--- config.mk ---
export PLATFORM = sky130hd
export DESIGN_NAME = bit_deserializer
export DESIGN_NICKNAME = d
export VERILOG_FILES = /design/src/rtl/bit_deserializer.sv
export SDC_FILE = /design/constraint.sdc
export NUM_CORES = 1
export LEC_CHECK = 0
export CAP_MARGIN = 0
export CORE_MARGIN = 10
export CORE_UTILIZATION = 50
export CTS_CLUSTER_SIZE = 24
export DETAILED_ROUTE_END_ITERATION = 6
export GPL_ROUTABILITY_DRIVEN = 0
export PLACE_DENSITY = 0.77
export SLEW_MARGIN = 20
export SYNTH_ARGS = -nofsm -noshare
export SYNTH_HDL_FRONTEND = slang
export SYNTH_SLANG_ARGS = --single-unit
--- constraint.sdc ---
create_clock -name clock -period 3 [get_ports clock]
set_clock_uncertainty 0.2 [all_clocks]
set_input_delay 0.75 -clock clock [delete_from_list [all_inputs] [get_ports clock]]
set_output_delay 0.75 -clock clock [all_outputs]
set_load 0.05 [all_outputs]
--- src/rtl/bit_deserializer.sv ---
// Serial-to-parallel converter: collects WIDTH accepted bits into a word and
// hands it to the consumer through a single holding register with valid/ready.
module bit_deserializer #(
  parameter int WIDTH     = 8,
  parameter int MSB_FIRST = 1
) (
  input  logic                     clock,
  input  logic                     reset,
  input  logic                     io_in_valid,
  input  logic                     io_in_bit,
  output logic                     io_in_ready,
  input  logic                     io_flush,
  output logic                     io_out_valid,
  input  logic                     io_out_ready,
  output logic [WIDTH-1:0]         io_out_bits,
  output logic [$clog2(WIDTH)-1:0] io_count
);

  localparam int CW = $clog2(WIDTH);
  localparam logic [CW-1:0] LAST_CNT = CW'(WIDTH - 1);

  typedef enum logic {COLLECT, LAST} phase_e;

  logic [WIDTH-1:0] sr, sr_ins, hr;
  logic [CW-1:0]    cnt;
  logic             full;
  phase_e           phase;
  logic             acc, done;

  // Phase is a pure decode of the bit counter; FULL is tracked separately.
  always_comb begin
    phase = COLLECT;
    if (cnt == LAST_CNT) phase = LAST;
  end

  // The last slot may only be filled if the holding register is free or
  // is being drained on this same edge.
  assign io_in_ready = !io_flush && (phase != LAST || !full || io_out_ready);
  assign acc         = io_in_valid && io_in_ready;
  assign done        = acc && (phase == LAST);

  generate
    if (MSB_FIRST != 0) begin : g_msb
      assign sr_ins = {sr[WIDTH-2:0], io_in_bit};
    end else begin : g_lsb
      assign sr_ins = {io_in_bit, sr[WIDTH-1:1]};
    end
  endgenerate

  always_ff @(posedge clock or posedge reset) begin
    if (reset) begin
      sr   <= '0;
      cnt  <= '0;
      hr   <= '0;
      full <= 1'b0;
    end else begin
      if (io_flush) begin
        sr  <= '0;
        cnt <= '0;
      end else if (done) begin
        hr  <= sr_ins;
        sr  <= '0;
        cnt <= '0;
      end else if (acc) begin
        sr  <= sr_ins;
        cnt <= cnt + CW'(1);
      end
      // A completing word wins over the drain so back-to-back words have no bubble.
      if (done)
        full <= 1'b1;
      else if (full && io_out_ready)
        full <= 1'b0;
    end
  end

  assign io_out_bits  = hr;
  assign io_out_valid = full;
  assign io_count     = cnt;

endmodule

# ---- After elaboration in Yosys (flattened, before gate mapping)
# Index checks and enable logic that the tools add are counted.
dict set report totals {
  reg_bits 19
  latch_bits 0
  mem_bits_rw 0
  rom_bits 0
  in_bits 6
  out_inout_bits 13
  n_memories 0
}
dict set report op_classes {
  add_sub_neg 1
  multipliers 0
  div 0
  order_cmp 0
  n_eq_ne 1
  n_shift 0
  mux 9
  n_bitwise 2
  n_reduce_logical 11
}
# op n
set op_table {}
lappend op_table {{$mux 7} 3}
lappend op_table {{$mux 3} 3}
lappend op_table {{$logic_and 1x1->1} 4}
lappend op_table {{$add 3x1->3 const B} 1}
lappend op_table {{$eq 3x3->1 const B} 1}
lappend op_table {{$mux 1} 3}
lappend op_table {{$reduce_bool 3->1} 1}
lappend op_table {{$logic_not 1->1} 2}
lappend op_table {{$logic_or 1x1->1} 2}
lappend op_table {{$not 1->1} 2}
lappend op_table {{$reduce_and 2->1} 1}
lappend op_table {{$reduce_bool 2->1} 1}

# ---- Longest topological paths before layout
# Gate-level depths: netlist of run 1.
dict set report depth {
  depth_word 10
  ltp_mapped 5
}

# ---- Worst setup path after synthesis of run 1
# Ideal clock, no wire load.
dict set report synth_timing {
  path_kind {register -> output}
  startpoint {reg cnt[0] (netlist: io_count[0])}
  endpoint {out io_in_ready}
  t_arrival_ps 1658
  path_slack_ps 392
  path_stages_with_launch 5
  path_buffers 0
  cell_sequence {dfrtp_1 -> ha_1 -> ha_1 -> nand3b_1 -> and2_1}
}
dict set report synth_between {
  elab_chain_len 6
}
# element line_no
set synth_rtl {}
lappend synth_rtl {{start: declaration} 25} ;# logic [CW-1:0] cnt;
lappend synth_rtl {{start signal: assignment} 66} ;# cnt <= cnt + CW'(1);
lappend synth_rtl {{$eq 3x3->1} 33} ;# if (cnt == LAST_CNT) phase = LAST;
lappend synth_rtl {{$mux 1} 33}
lappend synth_rtl {{$not 1->1} 38} ;# assign io_in_ready = !io_flush && (phase != LAST || !full || io_out_ready);
lappend synth_rtl {{$logic_or 1x1->1 (2 in a row)} 38}
lappend synth_rtl {{$logic_and 1x1->1} 38}
lappend synth_rtl {{end: declaration} 11} ;# output logic io_in_ready,
# No other way between the ends.

# ---- Final worst setup path of run 1
dict set report layout_timing {
  startpoint {in io_out_ready}
  endpoint {out io_in_ready}
}
dict set report layout_between {
  elab_chain_len 2
}
# element line_no
set layout_rtl {}
lappend layout_rtl {{start: declaration} 14} ;# input logic io_out_ready,
lappend layout_rtl {{$logic_or 1x1->1} 38}
lappend layout_rtl {{$logic_and 1x1->1} 38}
# No other way between the ends.

==> summary.txt, run 1 <==
Timing
  – Fin. Hold Viols: 0
  – Post-layout min period: 2.695 ns
  – Fin. max-slew vios: 0
  – F_max: 371.1 MHz
  – Worst slew margin: 52.63%
  – Setup ws final: 0.3051 ns
  – Tcrit/Tclk final: 89.83%
  – Setup_tns: 0 ns
  – Final Setup Violations: 0
  – RSZ-0062 raised after global routing: no
  – Measured slew at the worst slew-check pin: 0.7097 ns

Place
  – DP HPWL: 1.075 mm
  – Dpl ws: 0.2939 ns
  – Buffers added on ports: 18

Global routing
  – Met2 usage: 12.06%
  – Vias in the first global route: 529
  – Gr ovfl total: 0
  – First-pass GRT wire length: 2.373 mm
  – Grt met1 use: 10.39%
  – GRT Total Usage: 8.684%
  – Most used routing layer: met2
  – Initial antenna violation count: 0
  – Largest net degree at the start of global routing: 20
  – Grt met3 use: 5.297%

Yosys
  – Area leader, netlist: dfrtp_1
  – Post-Syn Area: 790.8 um^2
  – Syn nets: 61
  – Register area share after synthesis: 60.13%
  – Syn Inst Count: 53
  – Post-synth top area share: 60.13%
  – Synth top area cells: dfrtp_1, mux2_1, a22o_1, mux2_2, ha_1
  – Syn avg cell area: 14.92 um^2
  – Distinct cell type count of the synthesized netlist: 18
  – Ys Warns: 0
  – Yosys reg bits: 19

Floorplanning
  – Row count: 14
  – I/O Pins: 19
  – Die Span Y: 59.77 um
  – Die area: 0.003572 mm^2
  – Die width: 59.77 um
  – Initial Util: 52.49%
  – CORE AREA: 0.001506 mm^2

Worst hold path
  – Hold Crit Class: reg2reg

Status
  – Status: finished clean

Routing
  – Drt first pass iters: 3
  – Wire per inst: 15.46 um
  – DRT antenna net count: 0
  – Starting DRT DRC Count: 8
  – Vias per Instance: 5.554
  – Drt drc: 0
  – Via count: 511
  – Final wirelength: 1.422 mm

Clock tree
  – # hold bufs at CTS: 0
  – Clock-pin slew on the worst setup and hold paths: 0.10 ns
  – H-tree Lvls: 1
  – Clk_lat worst skew: 0.29 ns
  – Clock Tree Buf Depth: 2
  – CTS tree: built
  – Setup Buffers After CTS: 0
  – Post_cts resized: 0
  – Root buffer cell: clkbuf_4
  – CTS sink count: 19
  – Total CTS buffers: 3

Setup path
  – CP endpoint kind: output pin
  – Critical path data arrival time: 1.74 ns
  – CP max stage cell: clkdlybuf4s50_1
  – Worst Path Class, Setup: in2out
  – Buf+Inv Stages, Crit Path: 2
  – Largest fanout on the critical path: 3
  – Slowest stage delay, CP: 0.41 ns
  – Cells along the critical path: clkdlybuf4s50_1, nand3b_1, and2_1, buf_12
  – Startpoint types: primary input
  – Top delay family on crit path: buffers and inverters
  – Worst EP required: 2.05 ns

Power
  – Pwr/cell area: 429.5 mW/mm^2
  – Worst VDD drop: 249.5 uV
  – P_leak: 0.0005150 uW

Final layout
  – Net count of the finished layout: 85
  – Most frequent cells in the layout: dfrtp_1, clkdlybuf4s50_1, mux2_1
  – Most common cell after layout, fill and taps aside: dfrtp_1
  – Layout cells sized above 1: 15.79%
  – N_diodes: 0
  – Syn-to-layout area delta: 30.85%

Run
  – Max Cap Viol: 0
[final cells by class]
type | instances | area [um^2]
Sequential cell | 19 | 475.5
Fill cell | 120 | 471.7
Multi-Input combinational cell | 32 | 307.8
Timing Repair Buffer | 19 | 197.7
Clock buffer | 4 | 26.28
Tap cell | 16 | 20.02
Inverter | 2 | 7.507
[cell families (layout without fill, tap and decap cells)]
group                      Yosys count  count (layout)  share of synthesized area [%]
AOI/OAI and AO/OA                    8               8                          9.019
adders and majority gates            2               2                          3.164
buffers and inverters                2              25                         0.9497
DFF                                 19              19                          60.13
muxes                               11              11                          15.66
and+or+nand+nor                     11              11                          11.08
[metrics by stage]
step                utilization (%)  std cells  hold WS [ns]  area, um^2  total power, uW
finish                        68.69         92        0.2975        1035            444.4
global route                  68.69         92        0.3208        1035            466.9
CTS                           68.69         92        0.3035        1035            448.2
detailed placement            66.94         88        0.2806        1008            324.8
global placement              66.94         88        0.2725        1008            324.5
floorplan                         -         53        0.2589       790.8            300.8
[sequential cells by signal (all words and copies together) (netlist names)]
register and flops:
io_count 3, io_out_bits 8, sr 7, io_out_valid 1
[synthesized netlist by cell type]
cell type and count:
a21oi_2 1, a22o_1 5, a31o_2 1, a32o_1 1
and2_1 1, and2b_1 1, and3b_1 1, dfrtp_1 19
ha_1 2, inv_1 2, mux2_1 8, mux2_2 3
nand2_1 2, nand2b_1 1, nand3_4 1, nand3b_1 1
nor2b_1 2, nor2b_4 1
[layer usage]
metal  vias up  routed length [um]
li1        238                   -
met1       254                 629
met2        15                 616
met3         4                 158
met4         0                  18
met5         -                   0
[power breakdown]
part           total (uW)  switching, uW  internal [uW]
Combinational        54.5           31.2           23.3
Sequential            265           3.97            261
Clock                 125           73.5           51.7
Total                 444            109            336
[worst reg2reg max path, cell delays in order (launching register included)]
cell and delay, ns:
dfrtp_1 0.40, ha_1 0.16, ha_1 0.24, nand3b_1 0.16, nand2_1 0.16, mux2_2 0.34
[path summary, 6_finish.rpt]
check	startpoint	to	slack, ns	depth (start not counted)
min in group asynchronous	reset	io_out_bits[7]$_DFFE_PP0P_	0.66	2
max	io_out_ready	io_in_ready	0.31	4
max in group asynchronous	reset	io_out_bits[4]$_DFFE_PP0P_	1.49	2
max reg2reg	io_count[0]$_DFFE_PP0P_	io_count[2]$_DFFE_PP0P_	1.23	5
min reg2reg	io_out_bits[7]$_DFFE_PP0P_	io_out_bits[7]$_DFFE_PP0P_	0.30	1
min	io_out_bits[7]$_DFFE_PP0P_	io_out_bits[7]$_DFFE_PP0P_	0.30	1
Power figures use the tool's default switching activity.
==> run 2, diff against run 1 <==
--- a/config.mk
+++ b/config.mk
@@ -7,11 +7,11 @@
 export LEC_CHECK = 0
 export CAP_MARGIN = 0
 export CORE_MARGIN = 10
-export CORE_UTILIZATION = 50
+export CORE_UTILIZATION = 42
 export CTS_CLUSTER_SIZE = 24
 export DETAILED_ROUTE_END_ITERATION = 6
 export GPL_ROUTABILITY_DRIVEN = 0
-export PLACE_DENSITY = 0.77
+export PLACE_DENSITY = 0.69
 export SLEW_MARGIN = 20
 export SYNTH_ARGS = -nofsm -noshare
 export SYNTH_HDL_FRONTEND = slang
==> constraint.sdc (replaced) <==
create_clock -name clock -period 2.45 [get_ports clock]
set_clock_uncertainty 0.2 [all_clocks]
set_input_delay 0.6125 -clock clock [delete_from_list [all_inputs] [get_ports clock]]
set_output_delay 0.6125 -clock clock [all_outputs]
set_load 0.05 [all_outputs]
==> run 2 against run 1 <==
Worst hold slack hardly changed. Die area is 12% higher. Setup slack worse by 0.23 ns. Highest routed layer unchanged. Wire length is 9.6% higher. Critical path type unchanged. First-iteration DRC count is 38% lower. Largest cell class unchanged.
==> summary.txt, run 2 (synthesis results as in run 1) <==
Final layout
  – N_diodes: 0
  – Most common cell after layout, fill and taps aside: dfrtp_1
  – Max reg flops: 8
  – Syn-to-layout area delta: 36.08%
  – Fill cell count: 165
  – Net count of the finished layout: 87
  – Non-filler cells, final: 103
  – Layout cells sized above 1: 21.79%
  – Most frequent cells in the layout: dfrtp_1, clkdlybuf4s50_1, mux2_1
  – Post-route cell area: 0.001076 mm^2

Place
  – Buffers added on ports: 18
  – Placed instance area: 0.001036 mm^2
  – DP HPWL: 1.171 mm
  – Placed insts: 99

Setup path
  – Buf+Inv Stages, Crit Path: 2
  – Top delay family on crit path: buffers and inverters
  – Slowest stage delay, CP: 0.42 ns
  – Cells along the critical path: clkdlybuf4s50_1, nand3b_1, and2_2, buf_12
  – Worst Path Class, Setup: in2out
  – Critical path data arrival time: 1.57 ns
  – RR Startpoint: io_count[0]$_DFFE_PP0P_
  – Largest fanout on the critical path: 2
  – Startpoint types: primary input
  – CP max stage cell: clkdlybuf4s50_1
  – CP endpoint kind: output pin
  – Worst EP required: 1.64 ns
  – Beginning of the critical path: io_out_ready

Clock tree
  – Root buffer cell: clkbuf_4
  – # hold bufs at CTS: 0
  – Setup Buffers After CTS: 0
  – Clk_lat worst skew: 0.29 ns
  – CTS tree: built
  – H-tree Lvls: 1
  – Clock-pin slew on the worst setup and hold paths: 0.10 ns
  – Total CTS buffers: 3
  – Clock Tree Buf Depth: 2
  – Post_cts resized: 0
  – CTS sink count: 19

Power
  – Sw Ratio: 25.37%
  – Worst VDD drop: 343.2 uV
  – Pwr/cell area: 511.3 mW/mm^2
  – Clk pwr share: 28.4%
  – Psw: 139.6 uW
  – P_leak: 0.0005244 uW
  – Comb power frac: 12.7%
  – Reg power frac: 58.9%
  – Pint: 410.6 uW

Timing
  – Tcrit/Tclk final: 97.06%
  – Worst slew margin: 65.64%
  – Post-layout min period: 2.378 ns
  – RSZ-0062 raised after global routing: no
  – Hold Slack: 0.2975 ns
  – Final Setup Violations: 0
  – Measured slew at the worst slew-check pin: 0.5138 ns
  – F_max: 420.5 MHz
  – Fin. max-slew vios: 0
  – Setup_tns: 0 ns
  – Fin. Hold Viols: 0

Status
  – Status: finished clean

Global routing
  – Initial antenna violation count: 0
  – Vias in the first global route: 559
  – Most used routing layer: met2
  – Largest net degree at the start of global routing: 20
  – GRT Total Usage: 8.216%
  – First-pass GRT wire length: 2.587 mm
  – Met2 usage: 11.68%
  – Grt met3 use: 4.417%
  – Gr ovfl total: 0
  – Grt met1 use: 9.026%

Routing
  – Starting DRT DRC Count: 5
  – Drt drc: 0
  – Via count: 517
  – Drt first pass iters: 4
  – Wire per inst: 15.13 um
  – DRT antenna net count: 0
  – Final wirelength: 1.558 mm
  – Vias per Instance: 5.019

Run
  – Max Cap Viol: 0

Floorplanning
  – Die area: 0.004018 mm^2
  – Row count: 15
  – CORE AREA: 0.001764 mm^2
  – Die Span Y: 63.39 um
  – Initial Util: 44.82%
  – Die width: 63.39 um
  – I/O Pins: 19

Worst hold path
  – Hold Crit Class: reg2reg
  – HP Start: io_out_bits[7]$_DFFE_PP0P_
[run 2: worst reg2reg max path, delay by kind of cell, from the launching register on]
kind	cells	cell delay, ns
and+or+nand+nor	2	0.21
muxes	1	0.35
DFF	1	0.39
buffers and inverters	1	0.15
adders and majority gates	2	0.40
[run 2: worst paths after layout]
kind                                              endpoint  slack [ns]  cells past startpoint
worst max-delay path                           io_in_ready        0.07                      4
worst min-delay path            io_out_bits[7]$_DFFE_PP0P_        0.30                      1
worst max register to register     io_count[2]$_DFFE_PP0P_        0.65                      6
worst min register to register  io_out_bits[7]$_DFFE_PP0P_        0.30                      1
max in group asynchronous         io_out_valid$_DFFE_PP0P_        1.43                      3
min in group asynchronous                sr[4]$_DFFE_PP0P_        0.43                      3
[run 2: cell type report]
type	count	area, um^2	area share [%]
clock buffers	3	22.52	2.093
well taps	25	31.28	2.907
repair buffers	21	212.7	19.77
flip-flops and latches	19	475.5	44.19
inverters	2	7.507	0.6977
clock inverters	1	5.005	0.4651
multi-input cells	32	321.6	29.88
[run 2: power by group through the flow]
stage	sequential (uW)	combinational [uW]	clock, uW
2_1_floorplan	343	25.2	0
3_3_place_gp	330	69.0	0
3_5_place_dp	330	70.2	0
4_1_cts	324	70.7	161
5_1_grt	325	75.4	173
6_report	324	69.9	156
[run 2: through the flow]
step                      utilization, %  worst slack, ns  power (uW)
final                              60.99          0.07197       550.1
after global routing               60.99          0.01094       573.3
after CTS                          60.28          0.01495       556.1
after detailed placement           58.72          0.07014       400.4
after global placement             58.72          0.09807       399.0
after floorplan                        -           0.1011       368.6
[run 2: metal layers]
metal  vias to the layer above  part of all wire, %
met2                        18                   45
li1                        241                    -
met5                         -                    0
met4                         0                  2.7
met1                       254                   42
met3                         4                   10
==> run 3, diff against run 2 <==
--- a/config.mk
+++ b/config.mk
@@ -5,9 +5,10 @@
 export SDC_FILE = /design/constraint.sdc
 export NUM_CORES = 1
 export LEC_CHECK = 0
+export ABC_AREA = 1
 export CAP_MARGIN = 0
 export CORE_MARGIN = 10
-export CORE_UTILIZATION = 42
+export CORE_UTILIZATION = 43
 export CTS_CLUSTER_SIZE = 24
 export DETAILED_ROUTE_END_ITERATION = 6
 export GPL_ROUTABILITY_DRIVEN = 0
==> run 3 against run 2 <==
Sequential share of layout area fell by 2.4 points. Global-route usage increased by 0.22 points. Final cell count up 36%. Highest routed layer is now met3. Critical path depth grew 2.
==> summary.txt, run 3 <==
Yosys
  – Yosys reg bits: 19
  – Syn nets: 99
  – Post-Syn Area: 878.3 um^2
  – Ys Warns: 0
  – Syn avg cell area: 9.652 um^2
  – Post-synth EDFFs: 0
  – Top cells by count, synth: nand2_1, dfrtp_1, inv_1, nand3_1, nand4_1
  – Distinct cell type count of the synthesized netlist: 13
  – Syn Inst Count: 91
  – Top-count cell post-synth: nand2_1
  – Ys async rst share: 100.0%
  – Synth top area cells: dfrtp_1, nand2_1, o21ai_2, nand4_1, nand3_1
  – Main synth FF type: dfrtp_1
  – Post-synth top area share: 54.13%
  – Register area share after synthesis: 54.13%
  – Area leader, netlist: dfrtp_1

Final layout
  – Most frequent cells in the layout: nand2_1, dfrtp_1, clkdlybuf4s50_1
  – Final design utilization: 58.57%
  – Net count of the finished layout: 122
  – Most common cell after layout, fill and taps aside: nand2_1
  – Max reg flops: 8
  – N_diodes: 0
  – Layout cells sized above 1: 18.58%
  – Syn-to-layout area delta: 29.49%
  – Post-route cell area: 0.001137 mm^2

Routing
  – DRT antenna net count: 0
  – Drt first pass iters: 4
  – Final wirelength: 1.721 mm
  – Starting DRT DRC Count: 20
  – Via count: 661
  – Wire per inst: 12.29 um
  – Vias per Instance: 4.721
  – Drt drc: 0

Setup path
  – Slowest stage delay, CP: 0.46 ns
  – Worst Reg2Reg Path Length in Cells: 6
  – Register-to-Register Setup Slack: 0.66 ns
  – Largest fanout on the critical path: 2
  – Reg2reg end: sr[1]$_DFFE_PP0P_
  – Critical path data arrival time: 1.56 ns
  – RR Startpoint: io_count[0]$_DFFE_PP0P_
  – Startpoint types: primary input
  – Worst Path Class, Setup: in2out
  – Cells along the critical path: clkdlybuf4s50_1, inv_1, nand2_1, inv_1, a21oi_2, buf_12
  – CP max stage cell: clkdlybuf4s50_1
  – Worst EP required: 1.64 ns
  – CP endpoint kind: output pin
  – Crit path top cell by count: inv_1

Place
  – Buffers added on ports: 18
  – DP HPWL: 1.298 mm
  – Placed instance area: 0.001110 mm^2

Floorplanning
  – Die area: 0.004250 mm^2
  – CORE AREA: 0.001942 mm^2
  – Die width: 65.20 um
  – I/O Pins: 19
  – Row count: 16
  – Initial Util: 45.23%
  – Die Span Y: 65.20 um

Clock tree
  – CTS sink count: 19
  – Post_cts resized: 0
  – Total CTS buffers: 3
  – CTS tree: built
  – Setup Buffers After CTS: 0
  – Clk_lat worst skew: 0.29 ns
  – # hold bufs at CTS: 0
  – Clock Tree Buf Depth: 2
  – Root buffer cell: clkbuf_4
  – H-tree Lvls: 1
  – Clock-pin slew on the worst setup and hold paths: 0.10 ns

Timing
  – Fin. Hold Viols: 0
  – Setup_tns: 0 ns
  – Tcrit/Tclk final: 96.94%
  – Measured slew at the worst slew-check pin: 0.5030 ns
  – F_max: 421.0 MHz
  – Worst slew margin: 66.36%
  – Post-layout min period: 2.375 ns
  – RSZ-0062 raised after global routing: no
  – Fin. max-slew vios: 0
  – Final Setup Violations: 0

Power
  – Worst VDD drop: 309.7 uV
  – P_leak: 0.0005526 uW
  – Pwr/cell area: 489.4 mW/mm^2

Global routing
  – GRT Total Usage: 8.440%
  – Vias in the first global route: 648
  – Grt met3 use: 3.559%
  – Gr ovfl total: 0
  – Met2 usage: 14.15%
  – Grt met1 use: 9.557%
  – Most used routing layer: met2
  – Initial antenna violation count: 0
  – First-pass GRT wire length: 2.946 mm
  – Largest net degree at the start of global routing: 21

Run
  – Max Cap Viol: 0

Worst hold path
  – Hold Path Sink: io_out_bits[1]$_DFFE_PP0P_
  – Hold Crit Class: reg2reg
  – HP Start: io_out_bits[1]$_DFFE_PP0P_
  – Hold Path Depth: 2

Status
  – Status: finished clean
run 3: cell count changes in the layout (fill, tap and decap cells not counted), moves of 8 or more:
cell and delta:
nand2_1 +18, inv_1 +11, nand3_1 +11, nand4_1 +10
mux2_1 -8, o21ai_2 +8
run 3: worst max path at each step:
stage                                        from     endpoint  slack (ns)  cells past startpoint
after detailed placement             io_out_ready  io_in_ready        0.07                      6
after floorplan           io_count[0]$_DFFE_PP0P_  io_in_ready        0.04                      3
final                                io_out_ready  io_in_ready        0.07                      6
after global placement               io_out_ready  io_in_ready        0.10                      6
after CTS                 io_count[0]$_DFFE_PP0P_  io_in_ready        0.07                      4
after global routing      io_count[0]$_DFFE_PP0P_  io_in_ready       0.009                      4
run 3: metrics by stage:
stage,power [uW],std cells,setup slack (ns),hold WS [ns]
after global placement,408.8,136,0.1031,0.2638
after global routing,589.8,140,0.009063,0.3295
after detailed placement,410.7,136,0.07250,0.2669
after CTS,568.2,140,0.06972,0.2942
after floorplan,377.9,91,0.03930,0.2687
final,556.6,140,0.07495,0.2885
run 3: cell type report:
cell class,instances,area (um^2)
clock buffer,3,22.52
clock inverter,1,5.005
fill,176,804.5
inverter,14,52.55
multi-input combinational,54,327.8
sequential,19,475.5
tap,27,33.78
timing repair buffer,22,220.2
run 3: worst max-delay path, delay by kind of cell:
family | cells | cell delay, ns
AOI/OAI and AO/OA | 1 | 0.16
and+or+nand+nor | 1 | 0.07
buffers and inverters | 4 | 0.71
run 3: where the power goes:
part           leakage (uW)  internal, uW  switching, uW
combinational      0.000272          28.3           48.0
clock             0.0000177          60.7           92.8
sequential         0.000263           321           6.40
total              0.000553           409            147
run 3: layer usage:
| layer | share of wire (%) | vias to the layer above |
|---|---|---|
| li1 | - | 351 |
| met1 | 41 | 297 |
| met2 | 52 | 13 |
| met3 | 7.4 | 0 |
| met4 | 0 | 0 |
| met5 | 0 | - |
run 3: kinds of logic after synthesis:
logic type      after synthesis  synth area share [%]
compound gates                9                 8.547
buf+inv                      18                 8.974
simple gates                 43                 25.50
fa+ha+maj                     2                 2.849
flops                        19                 54.13
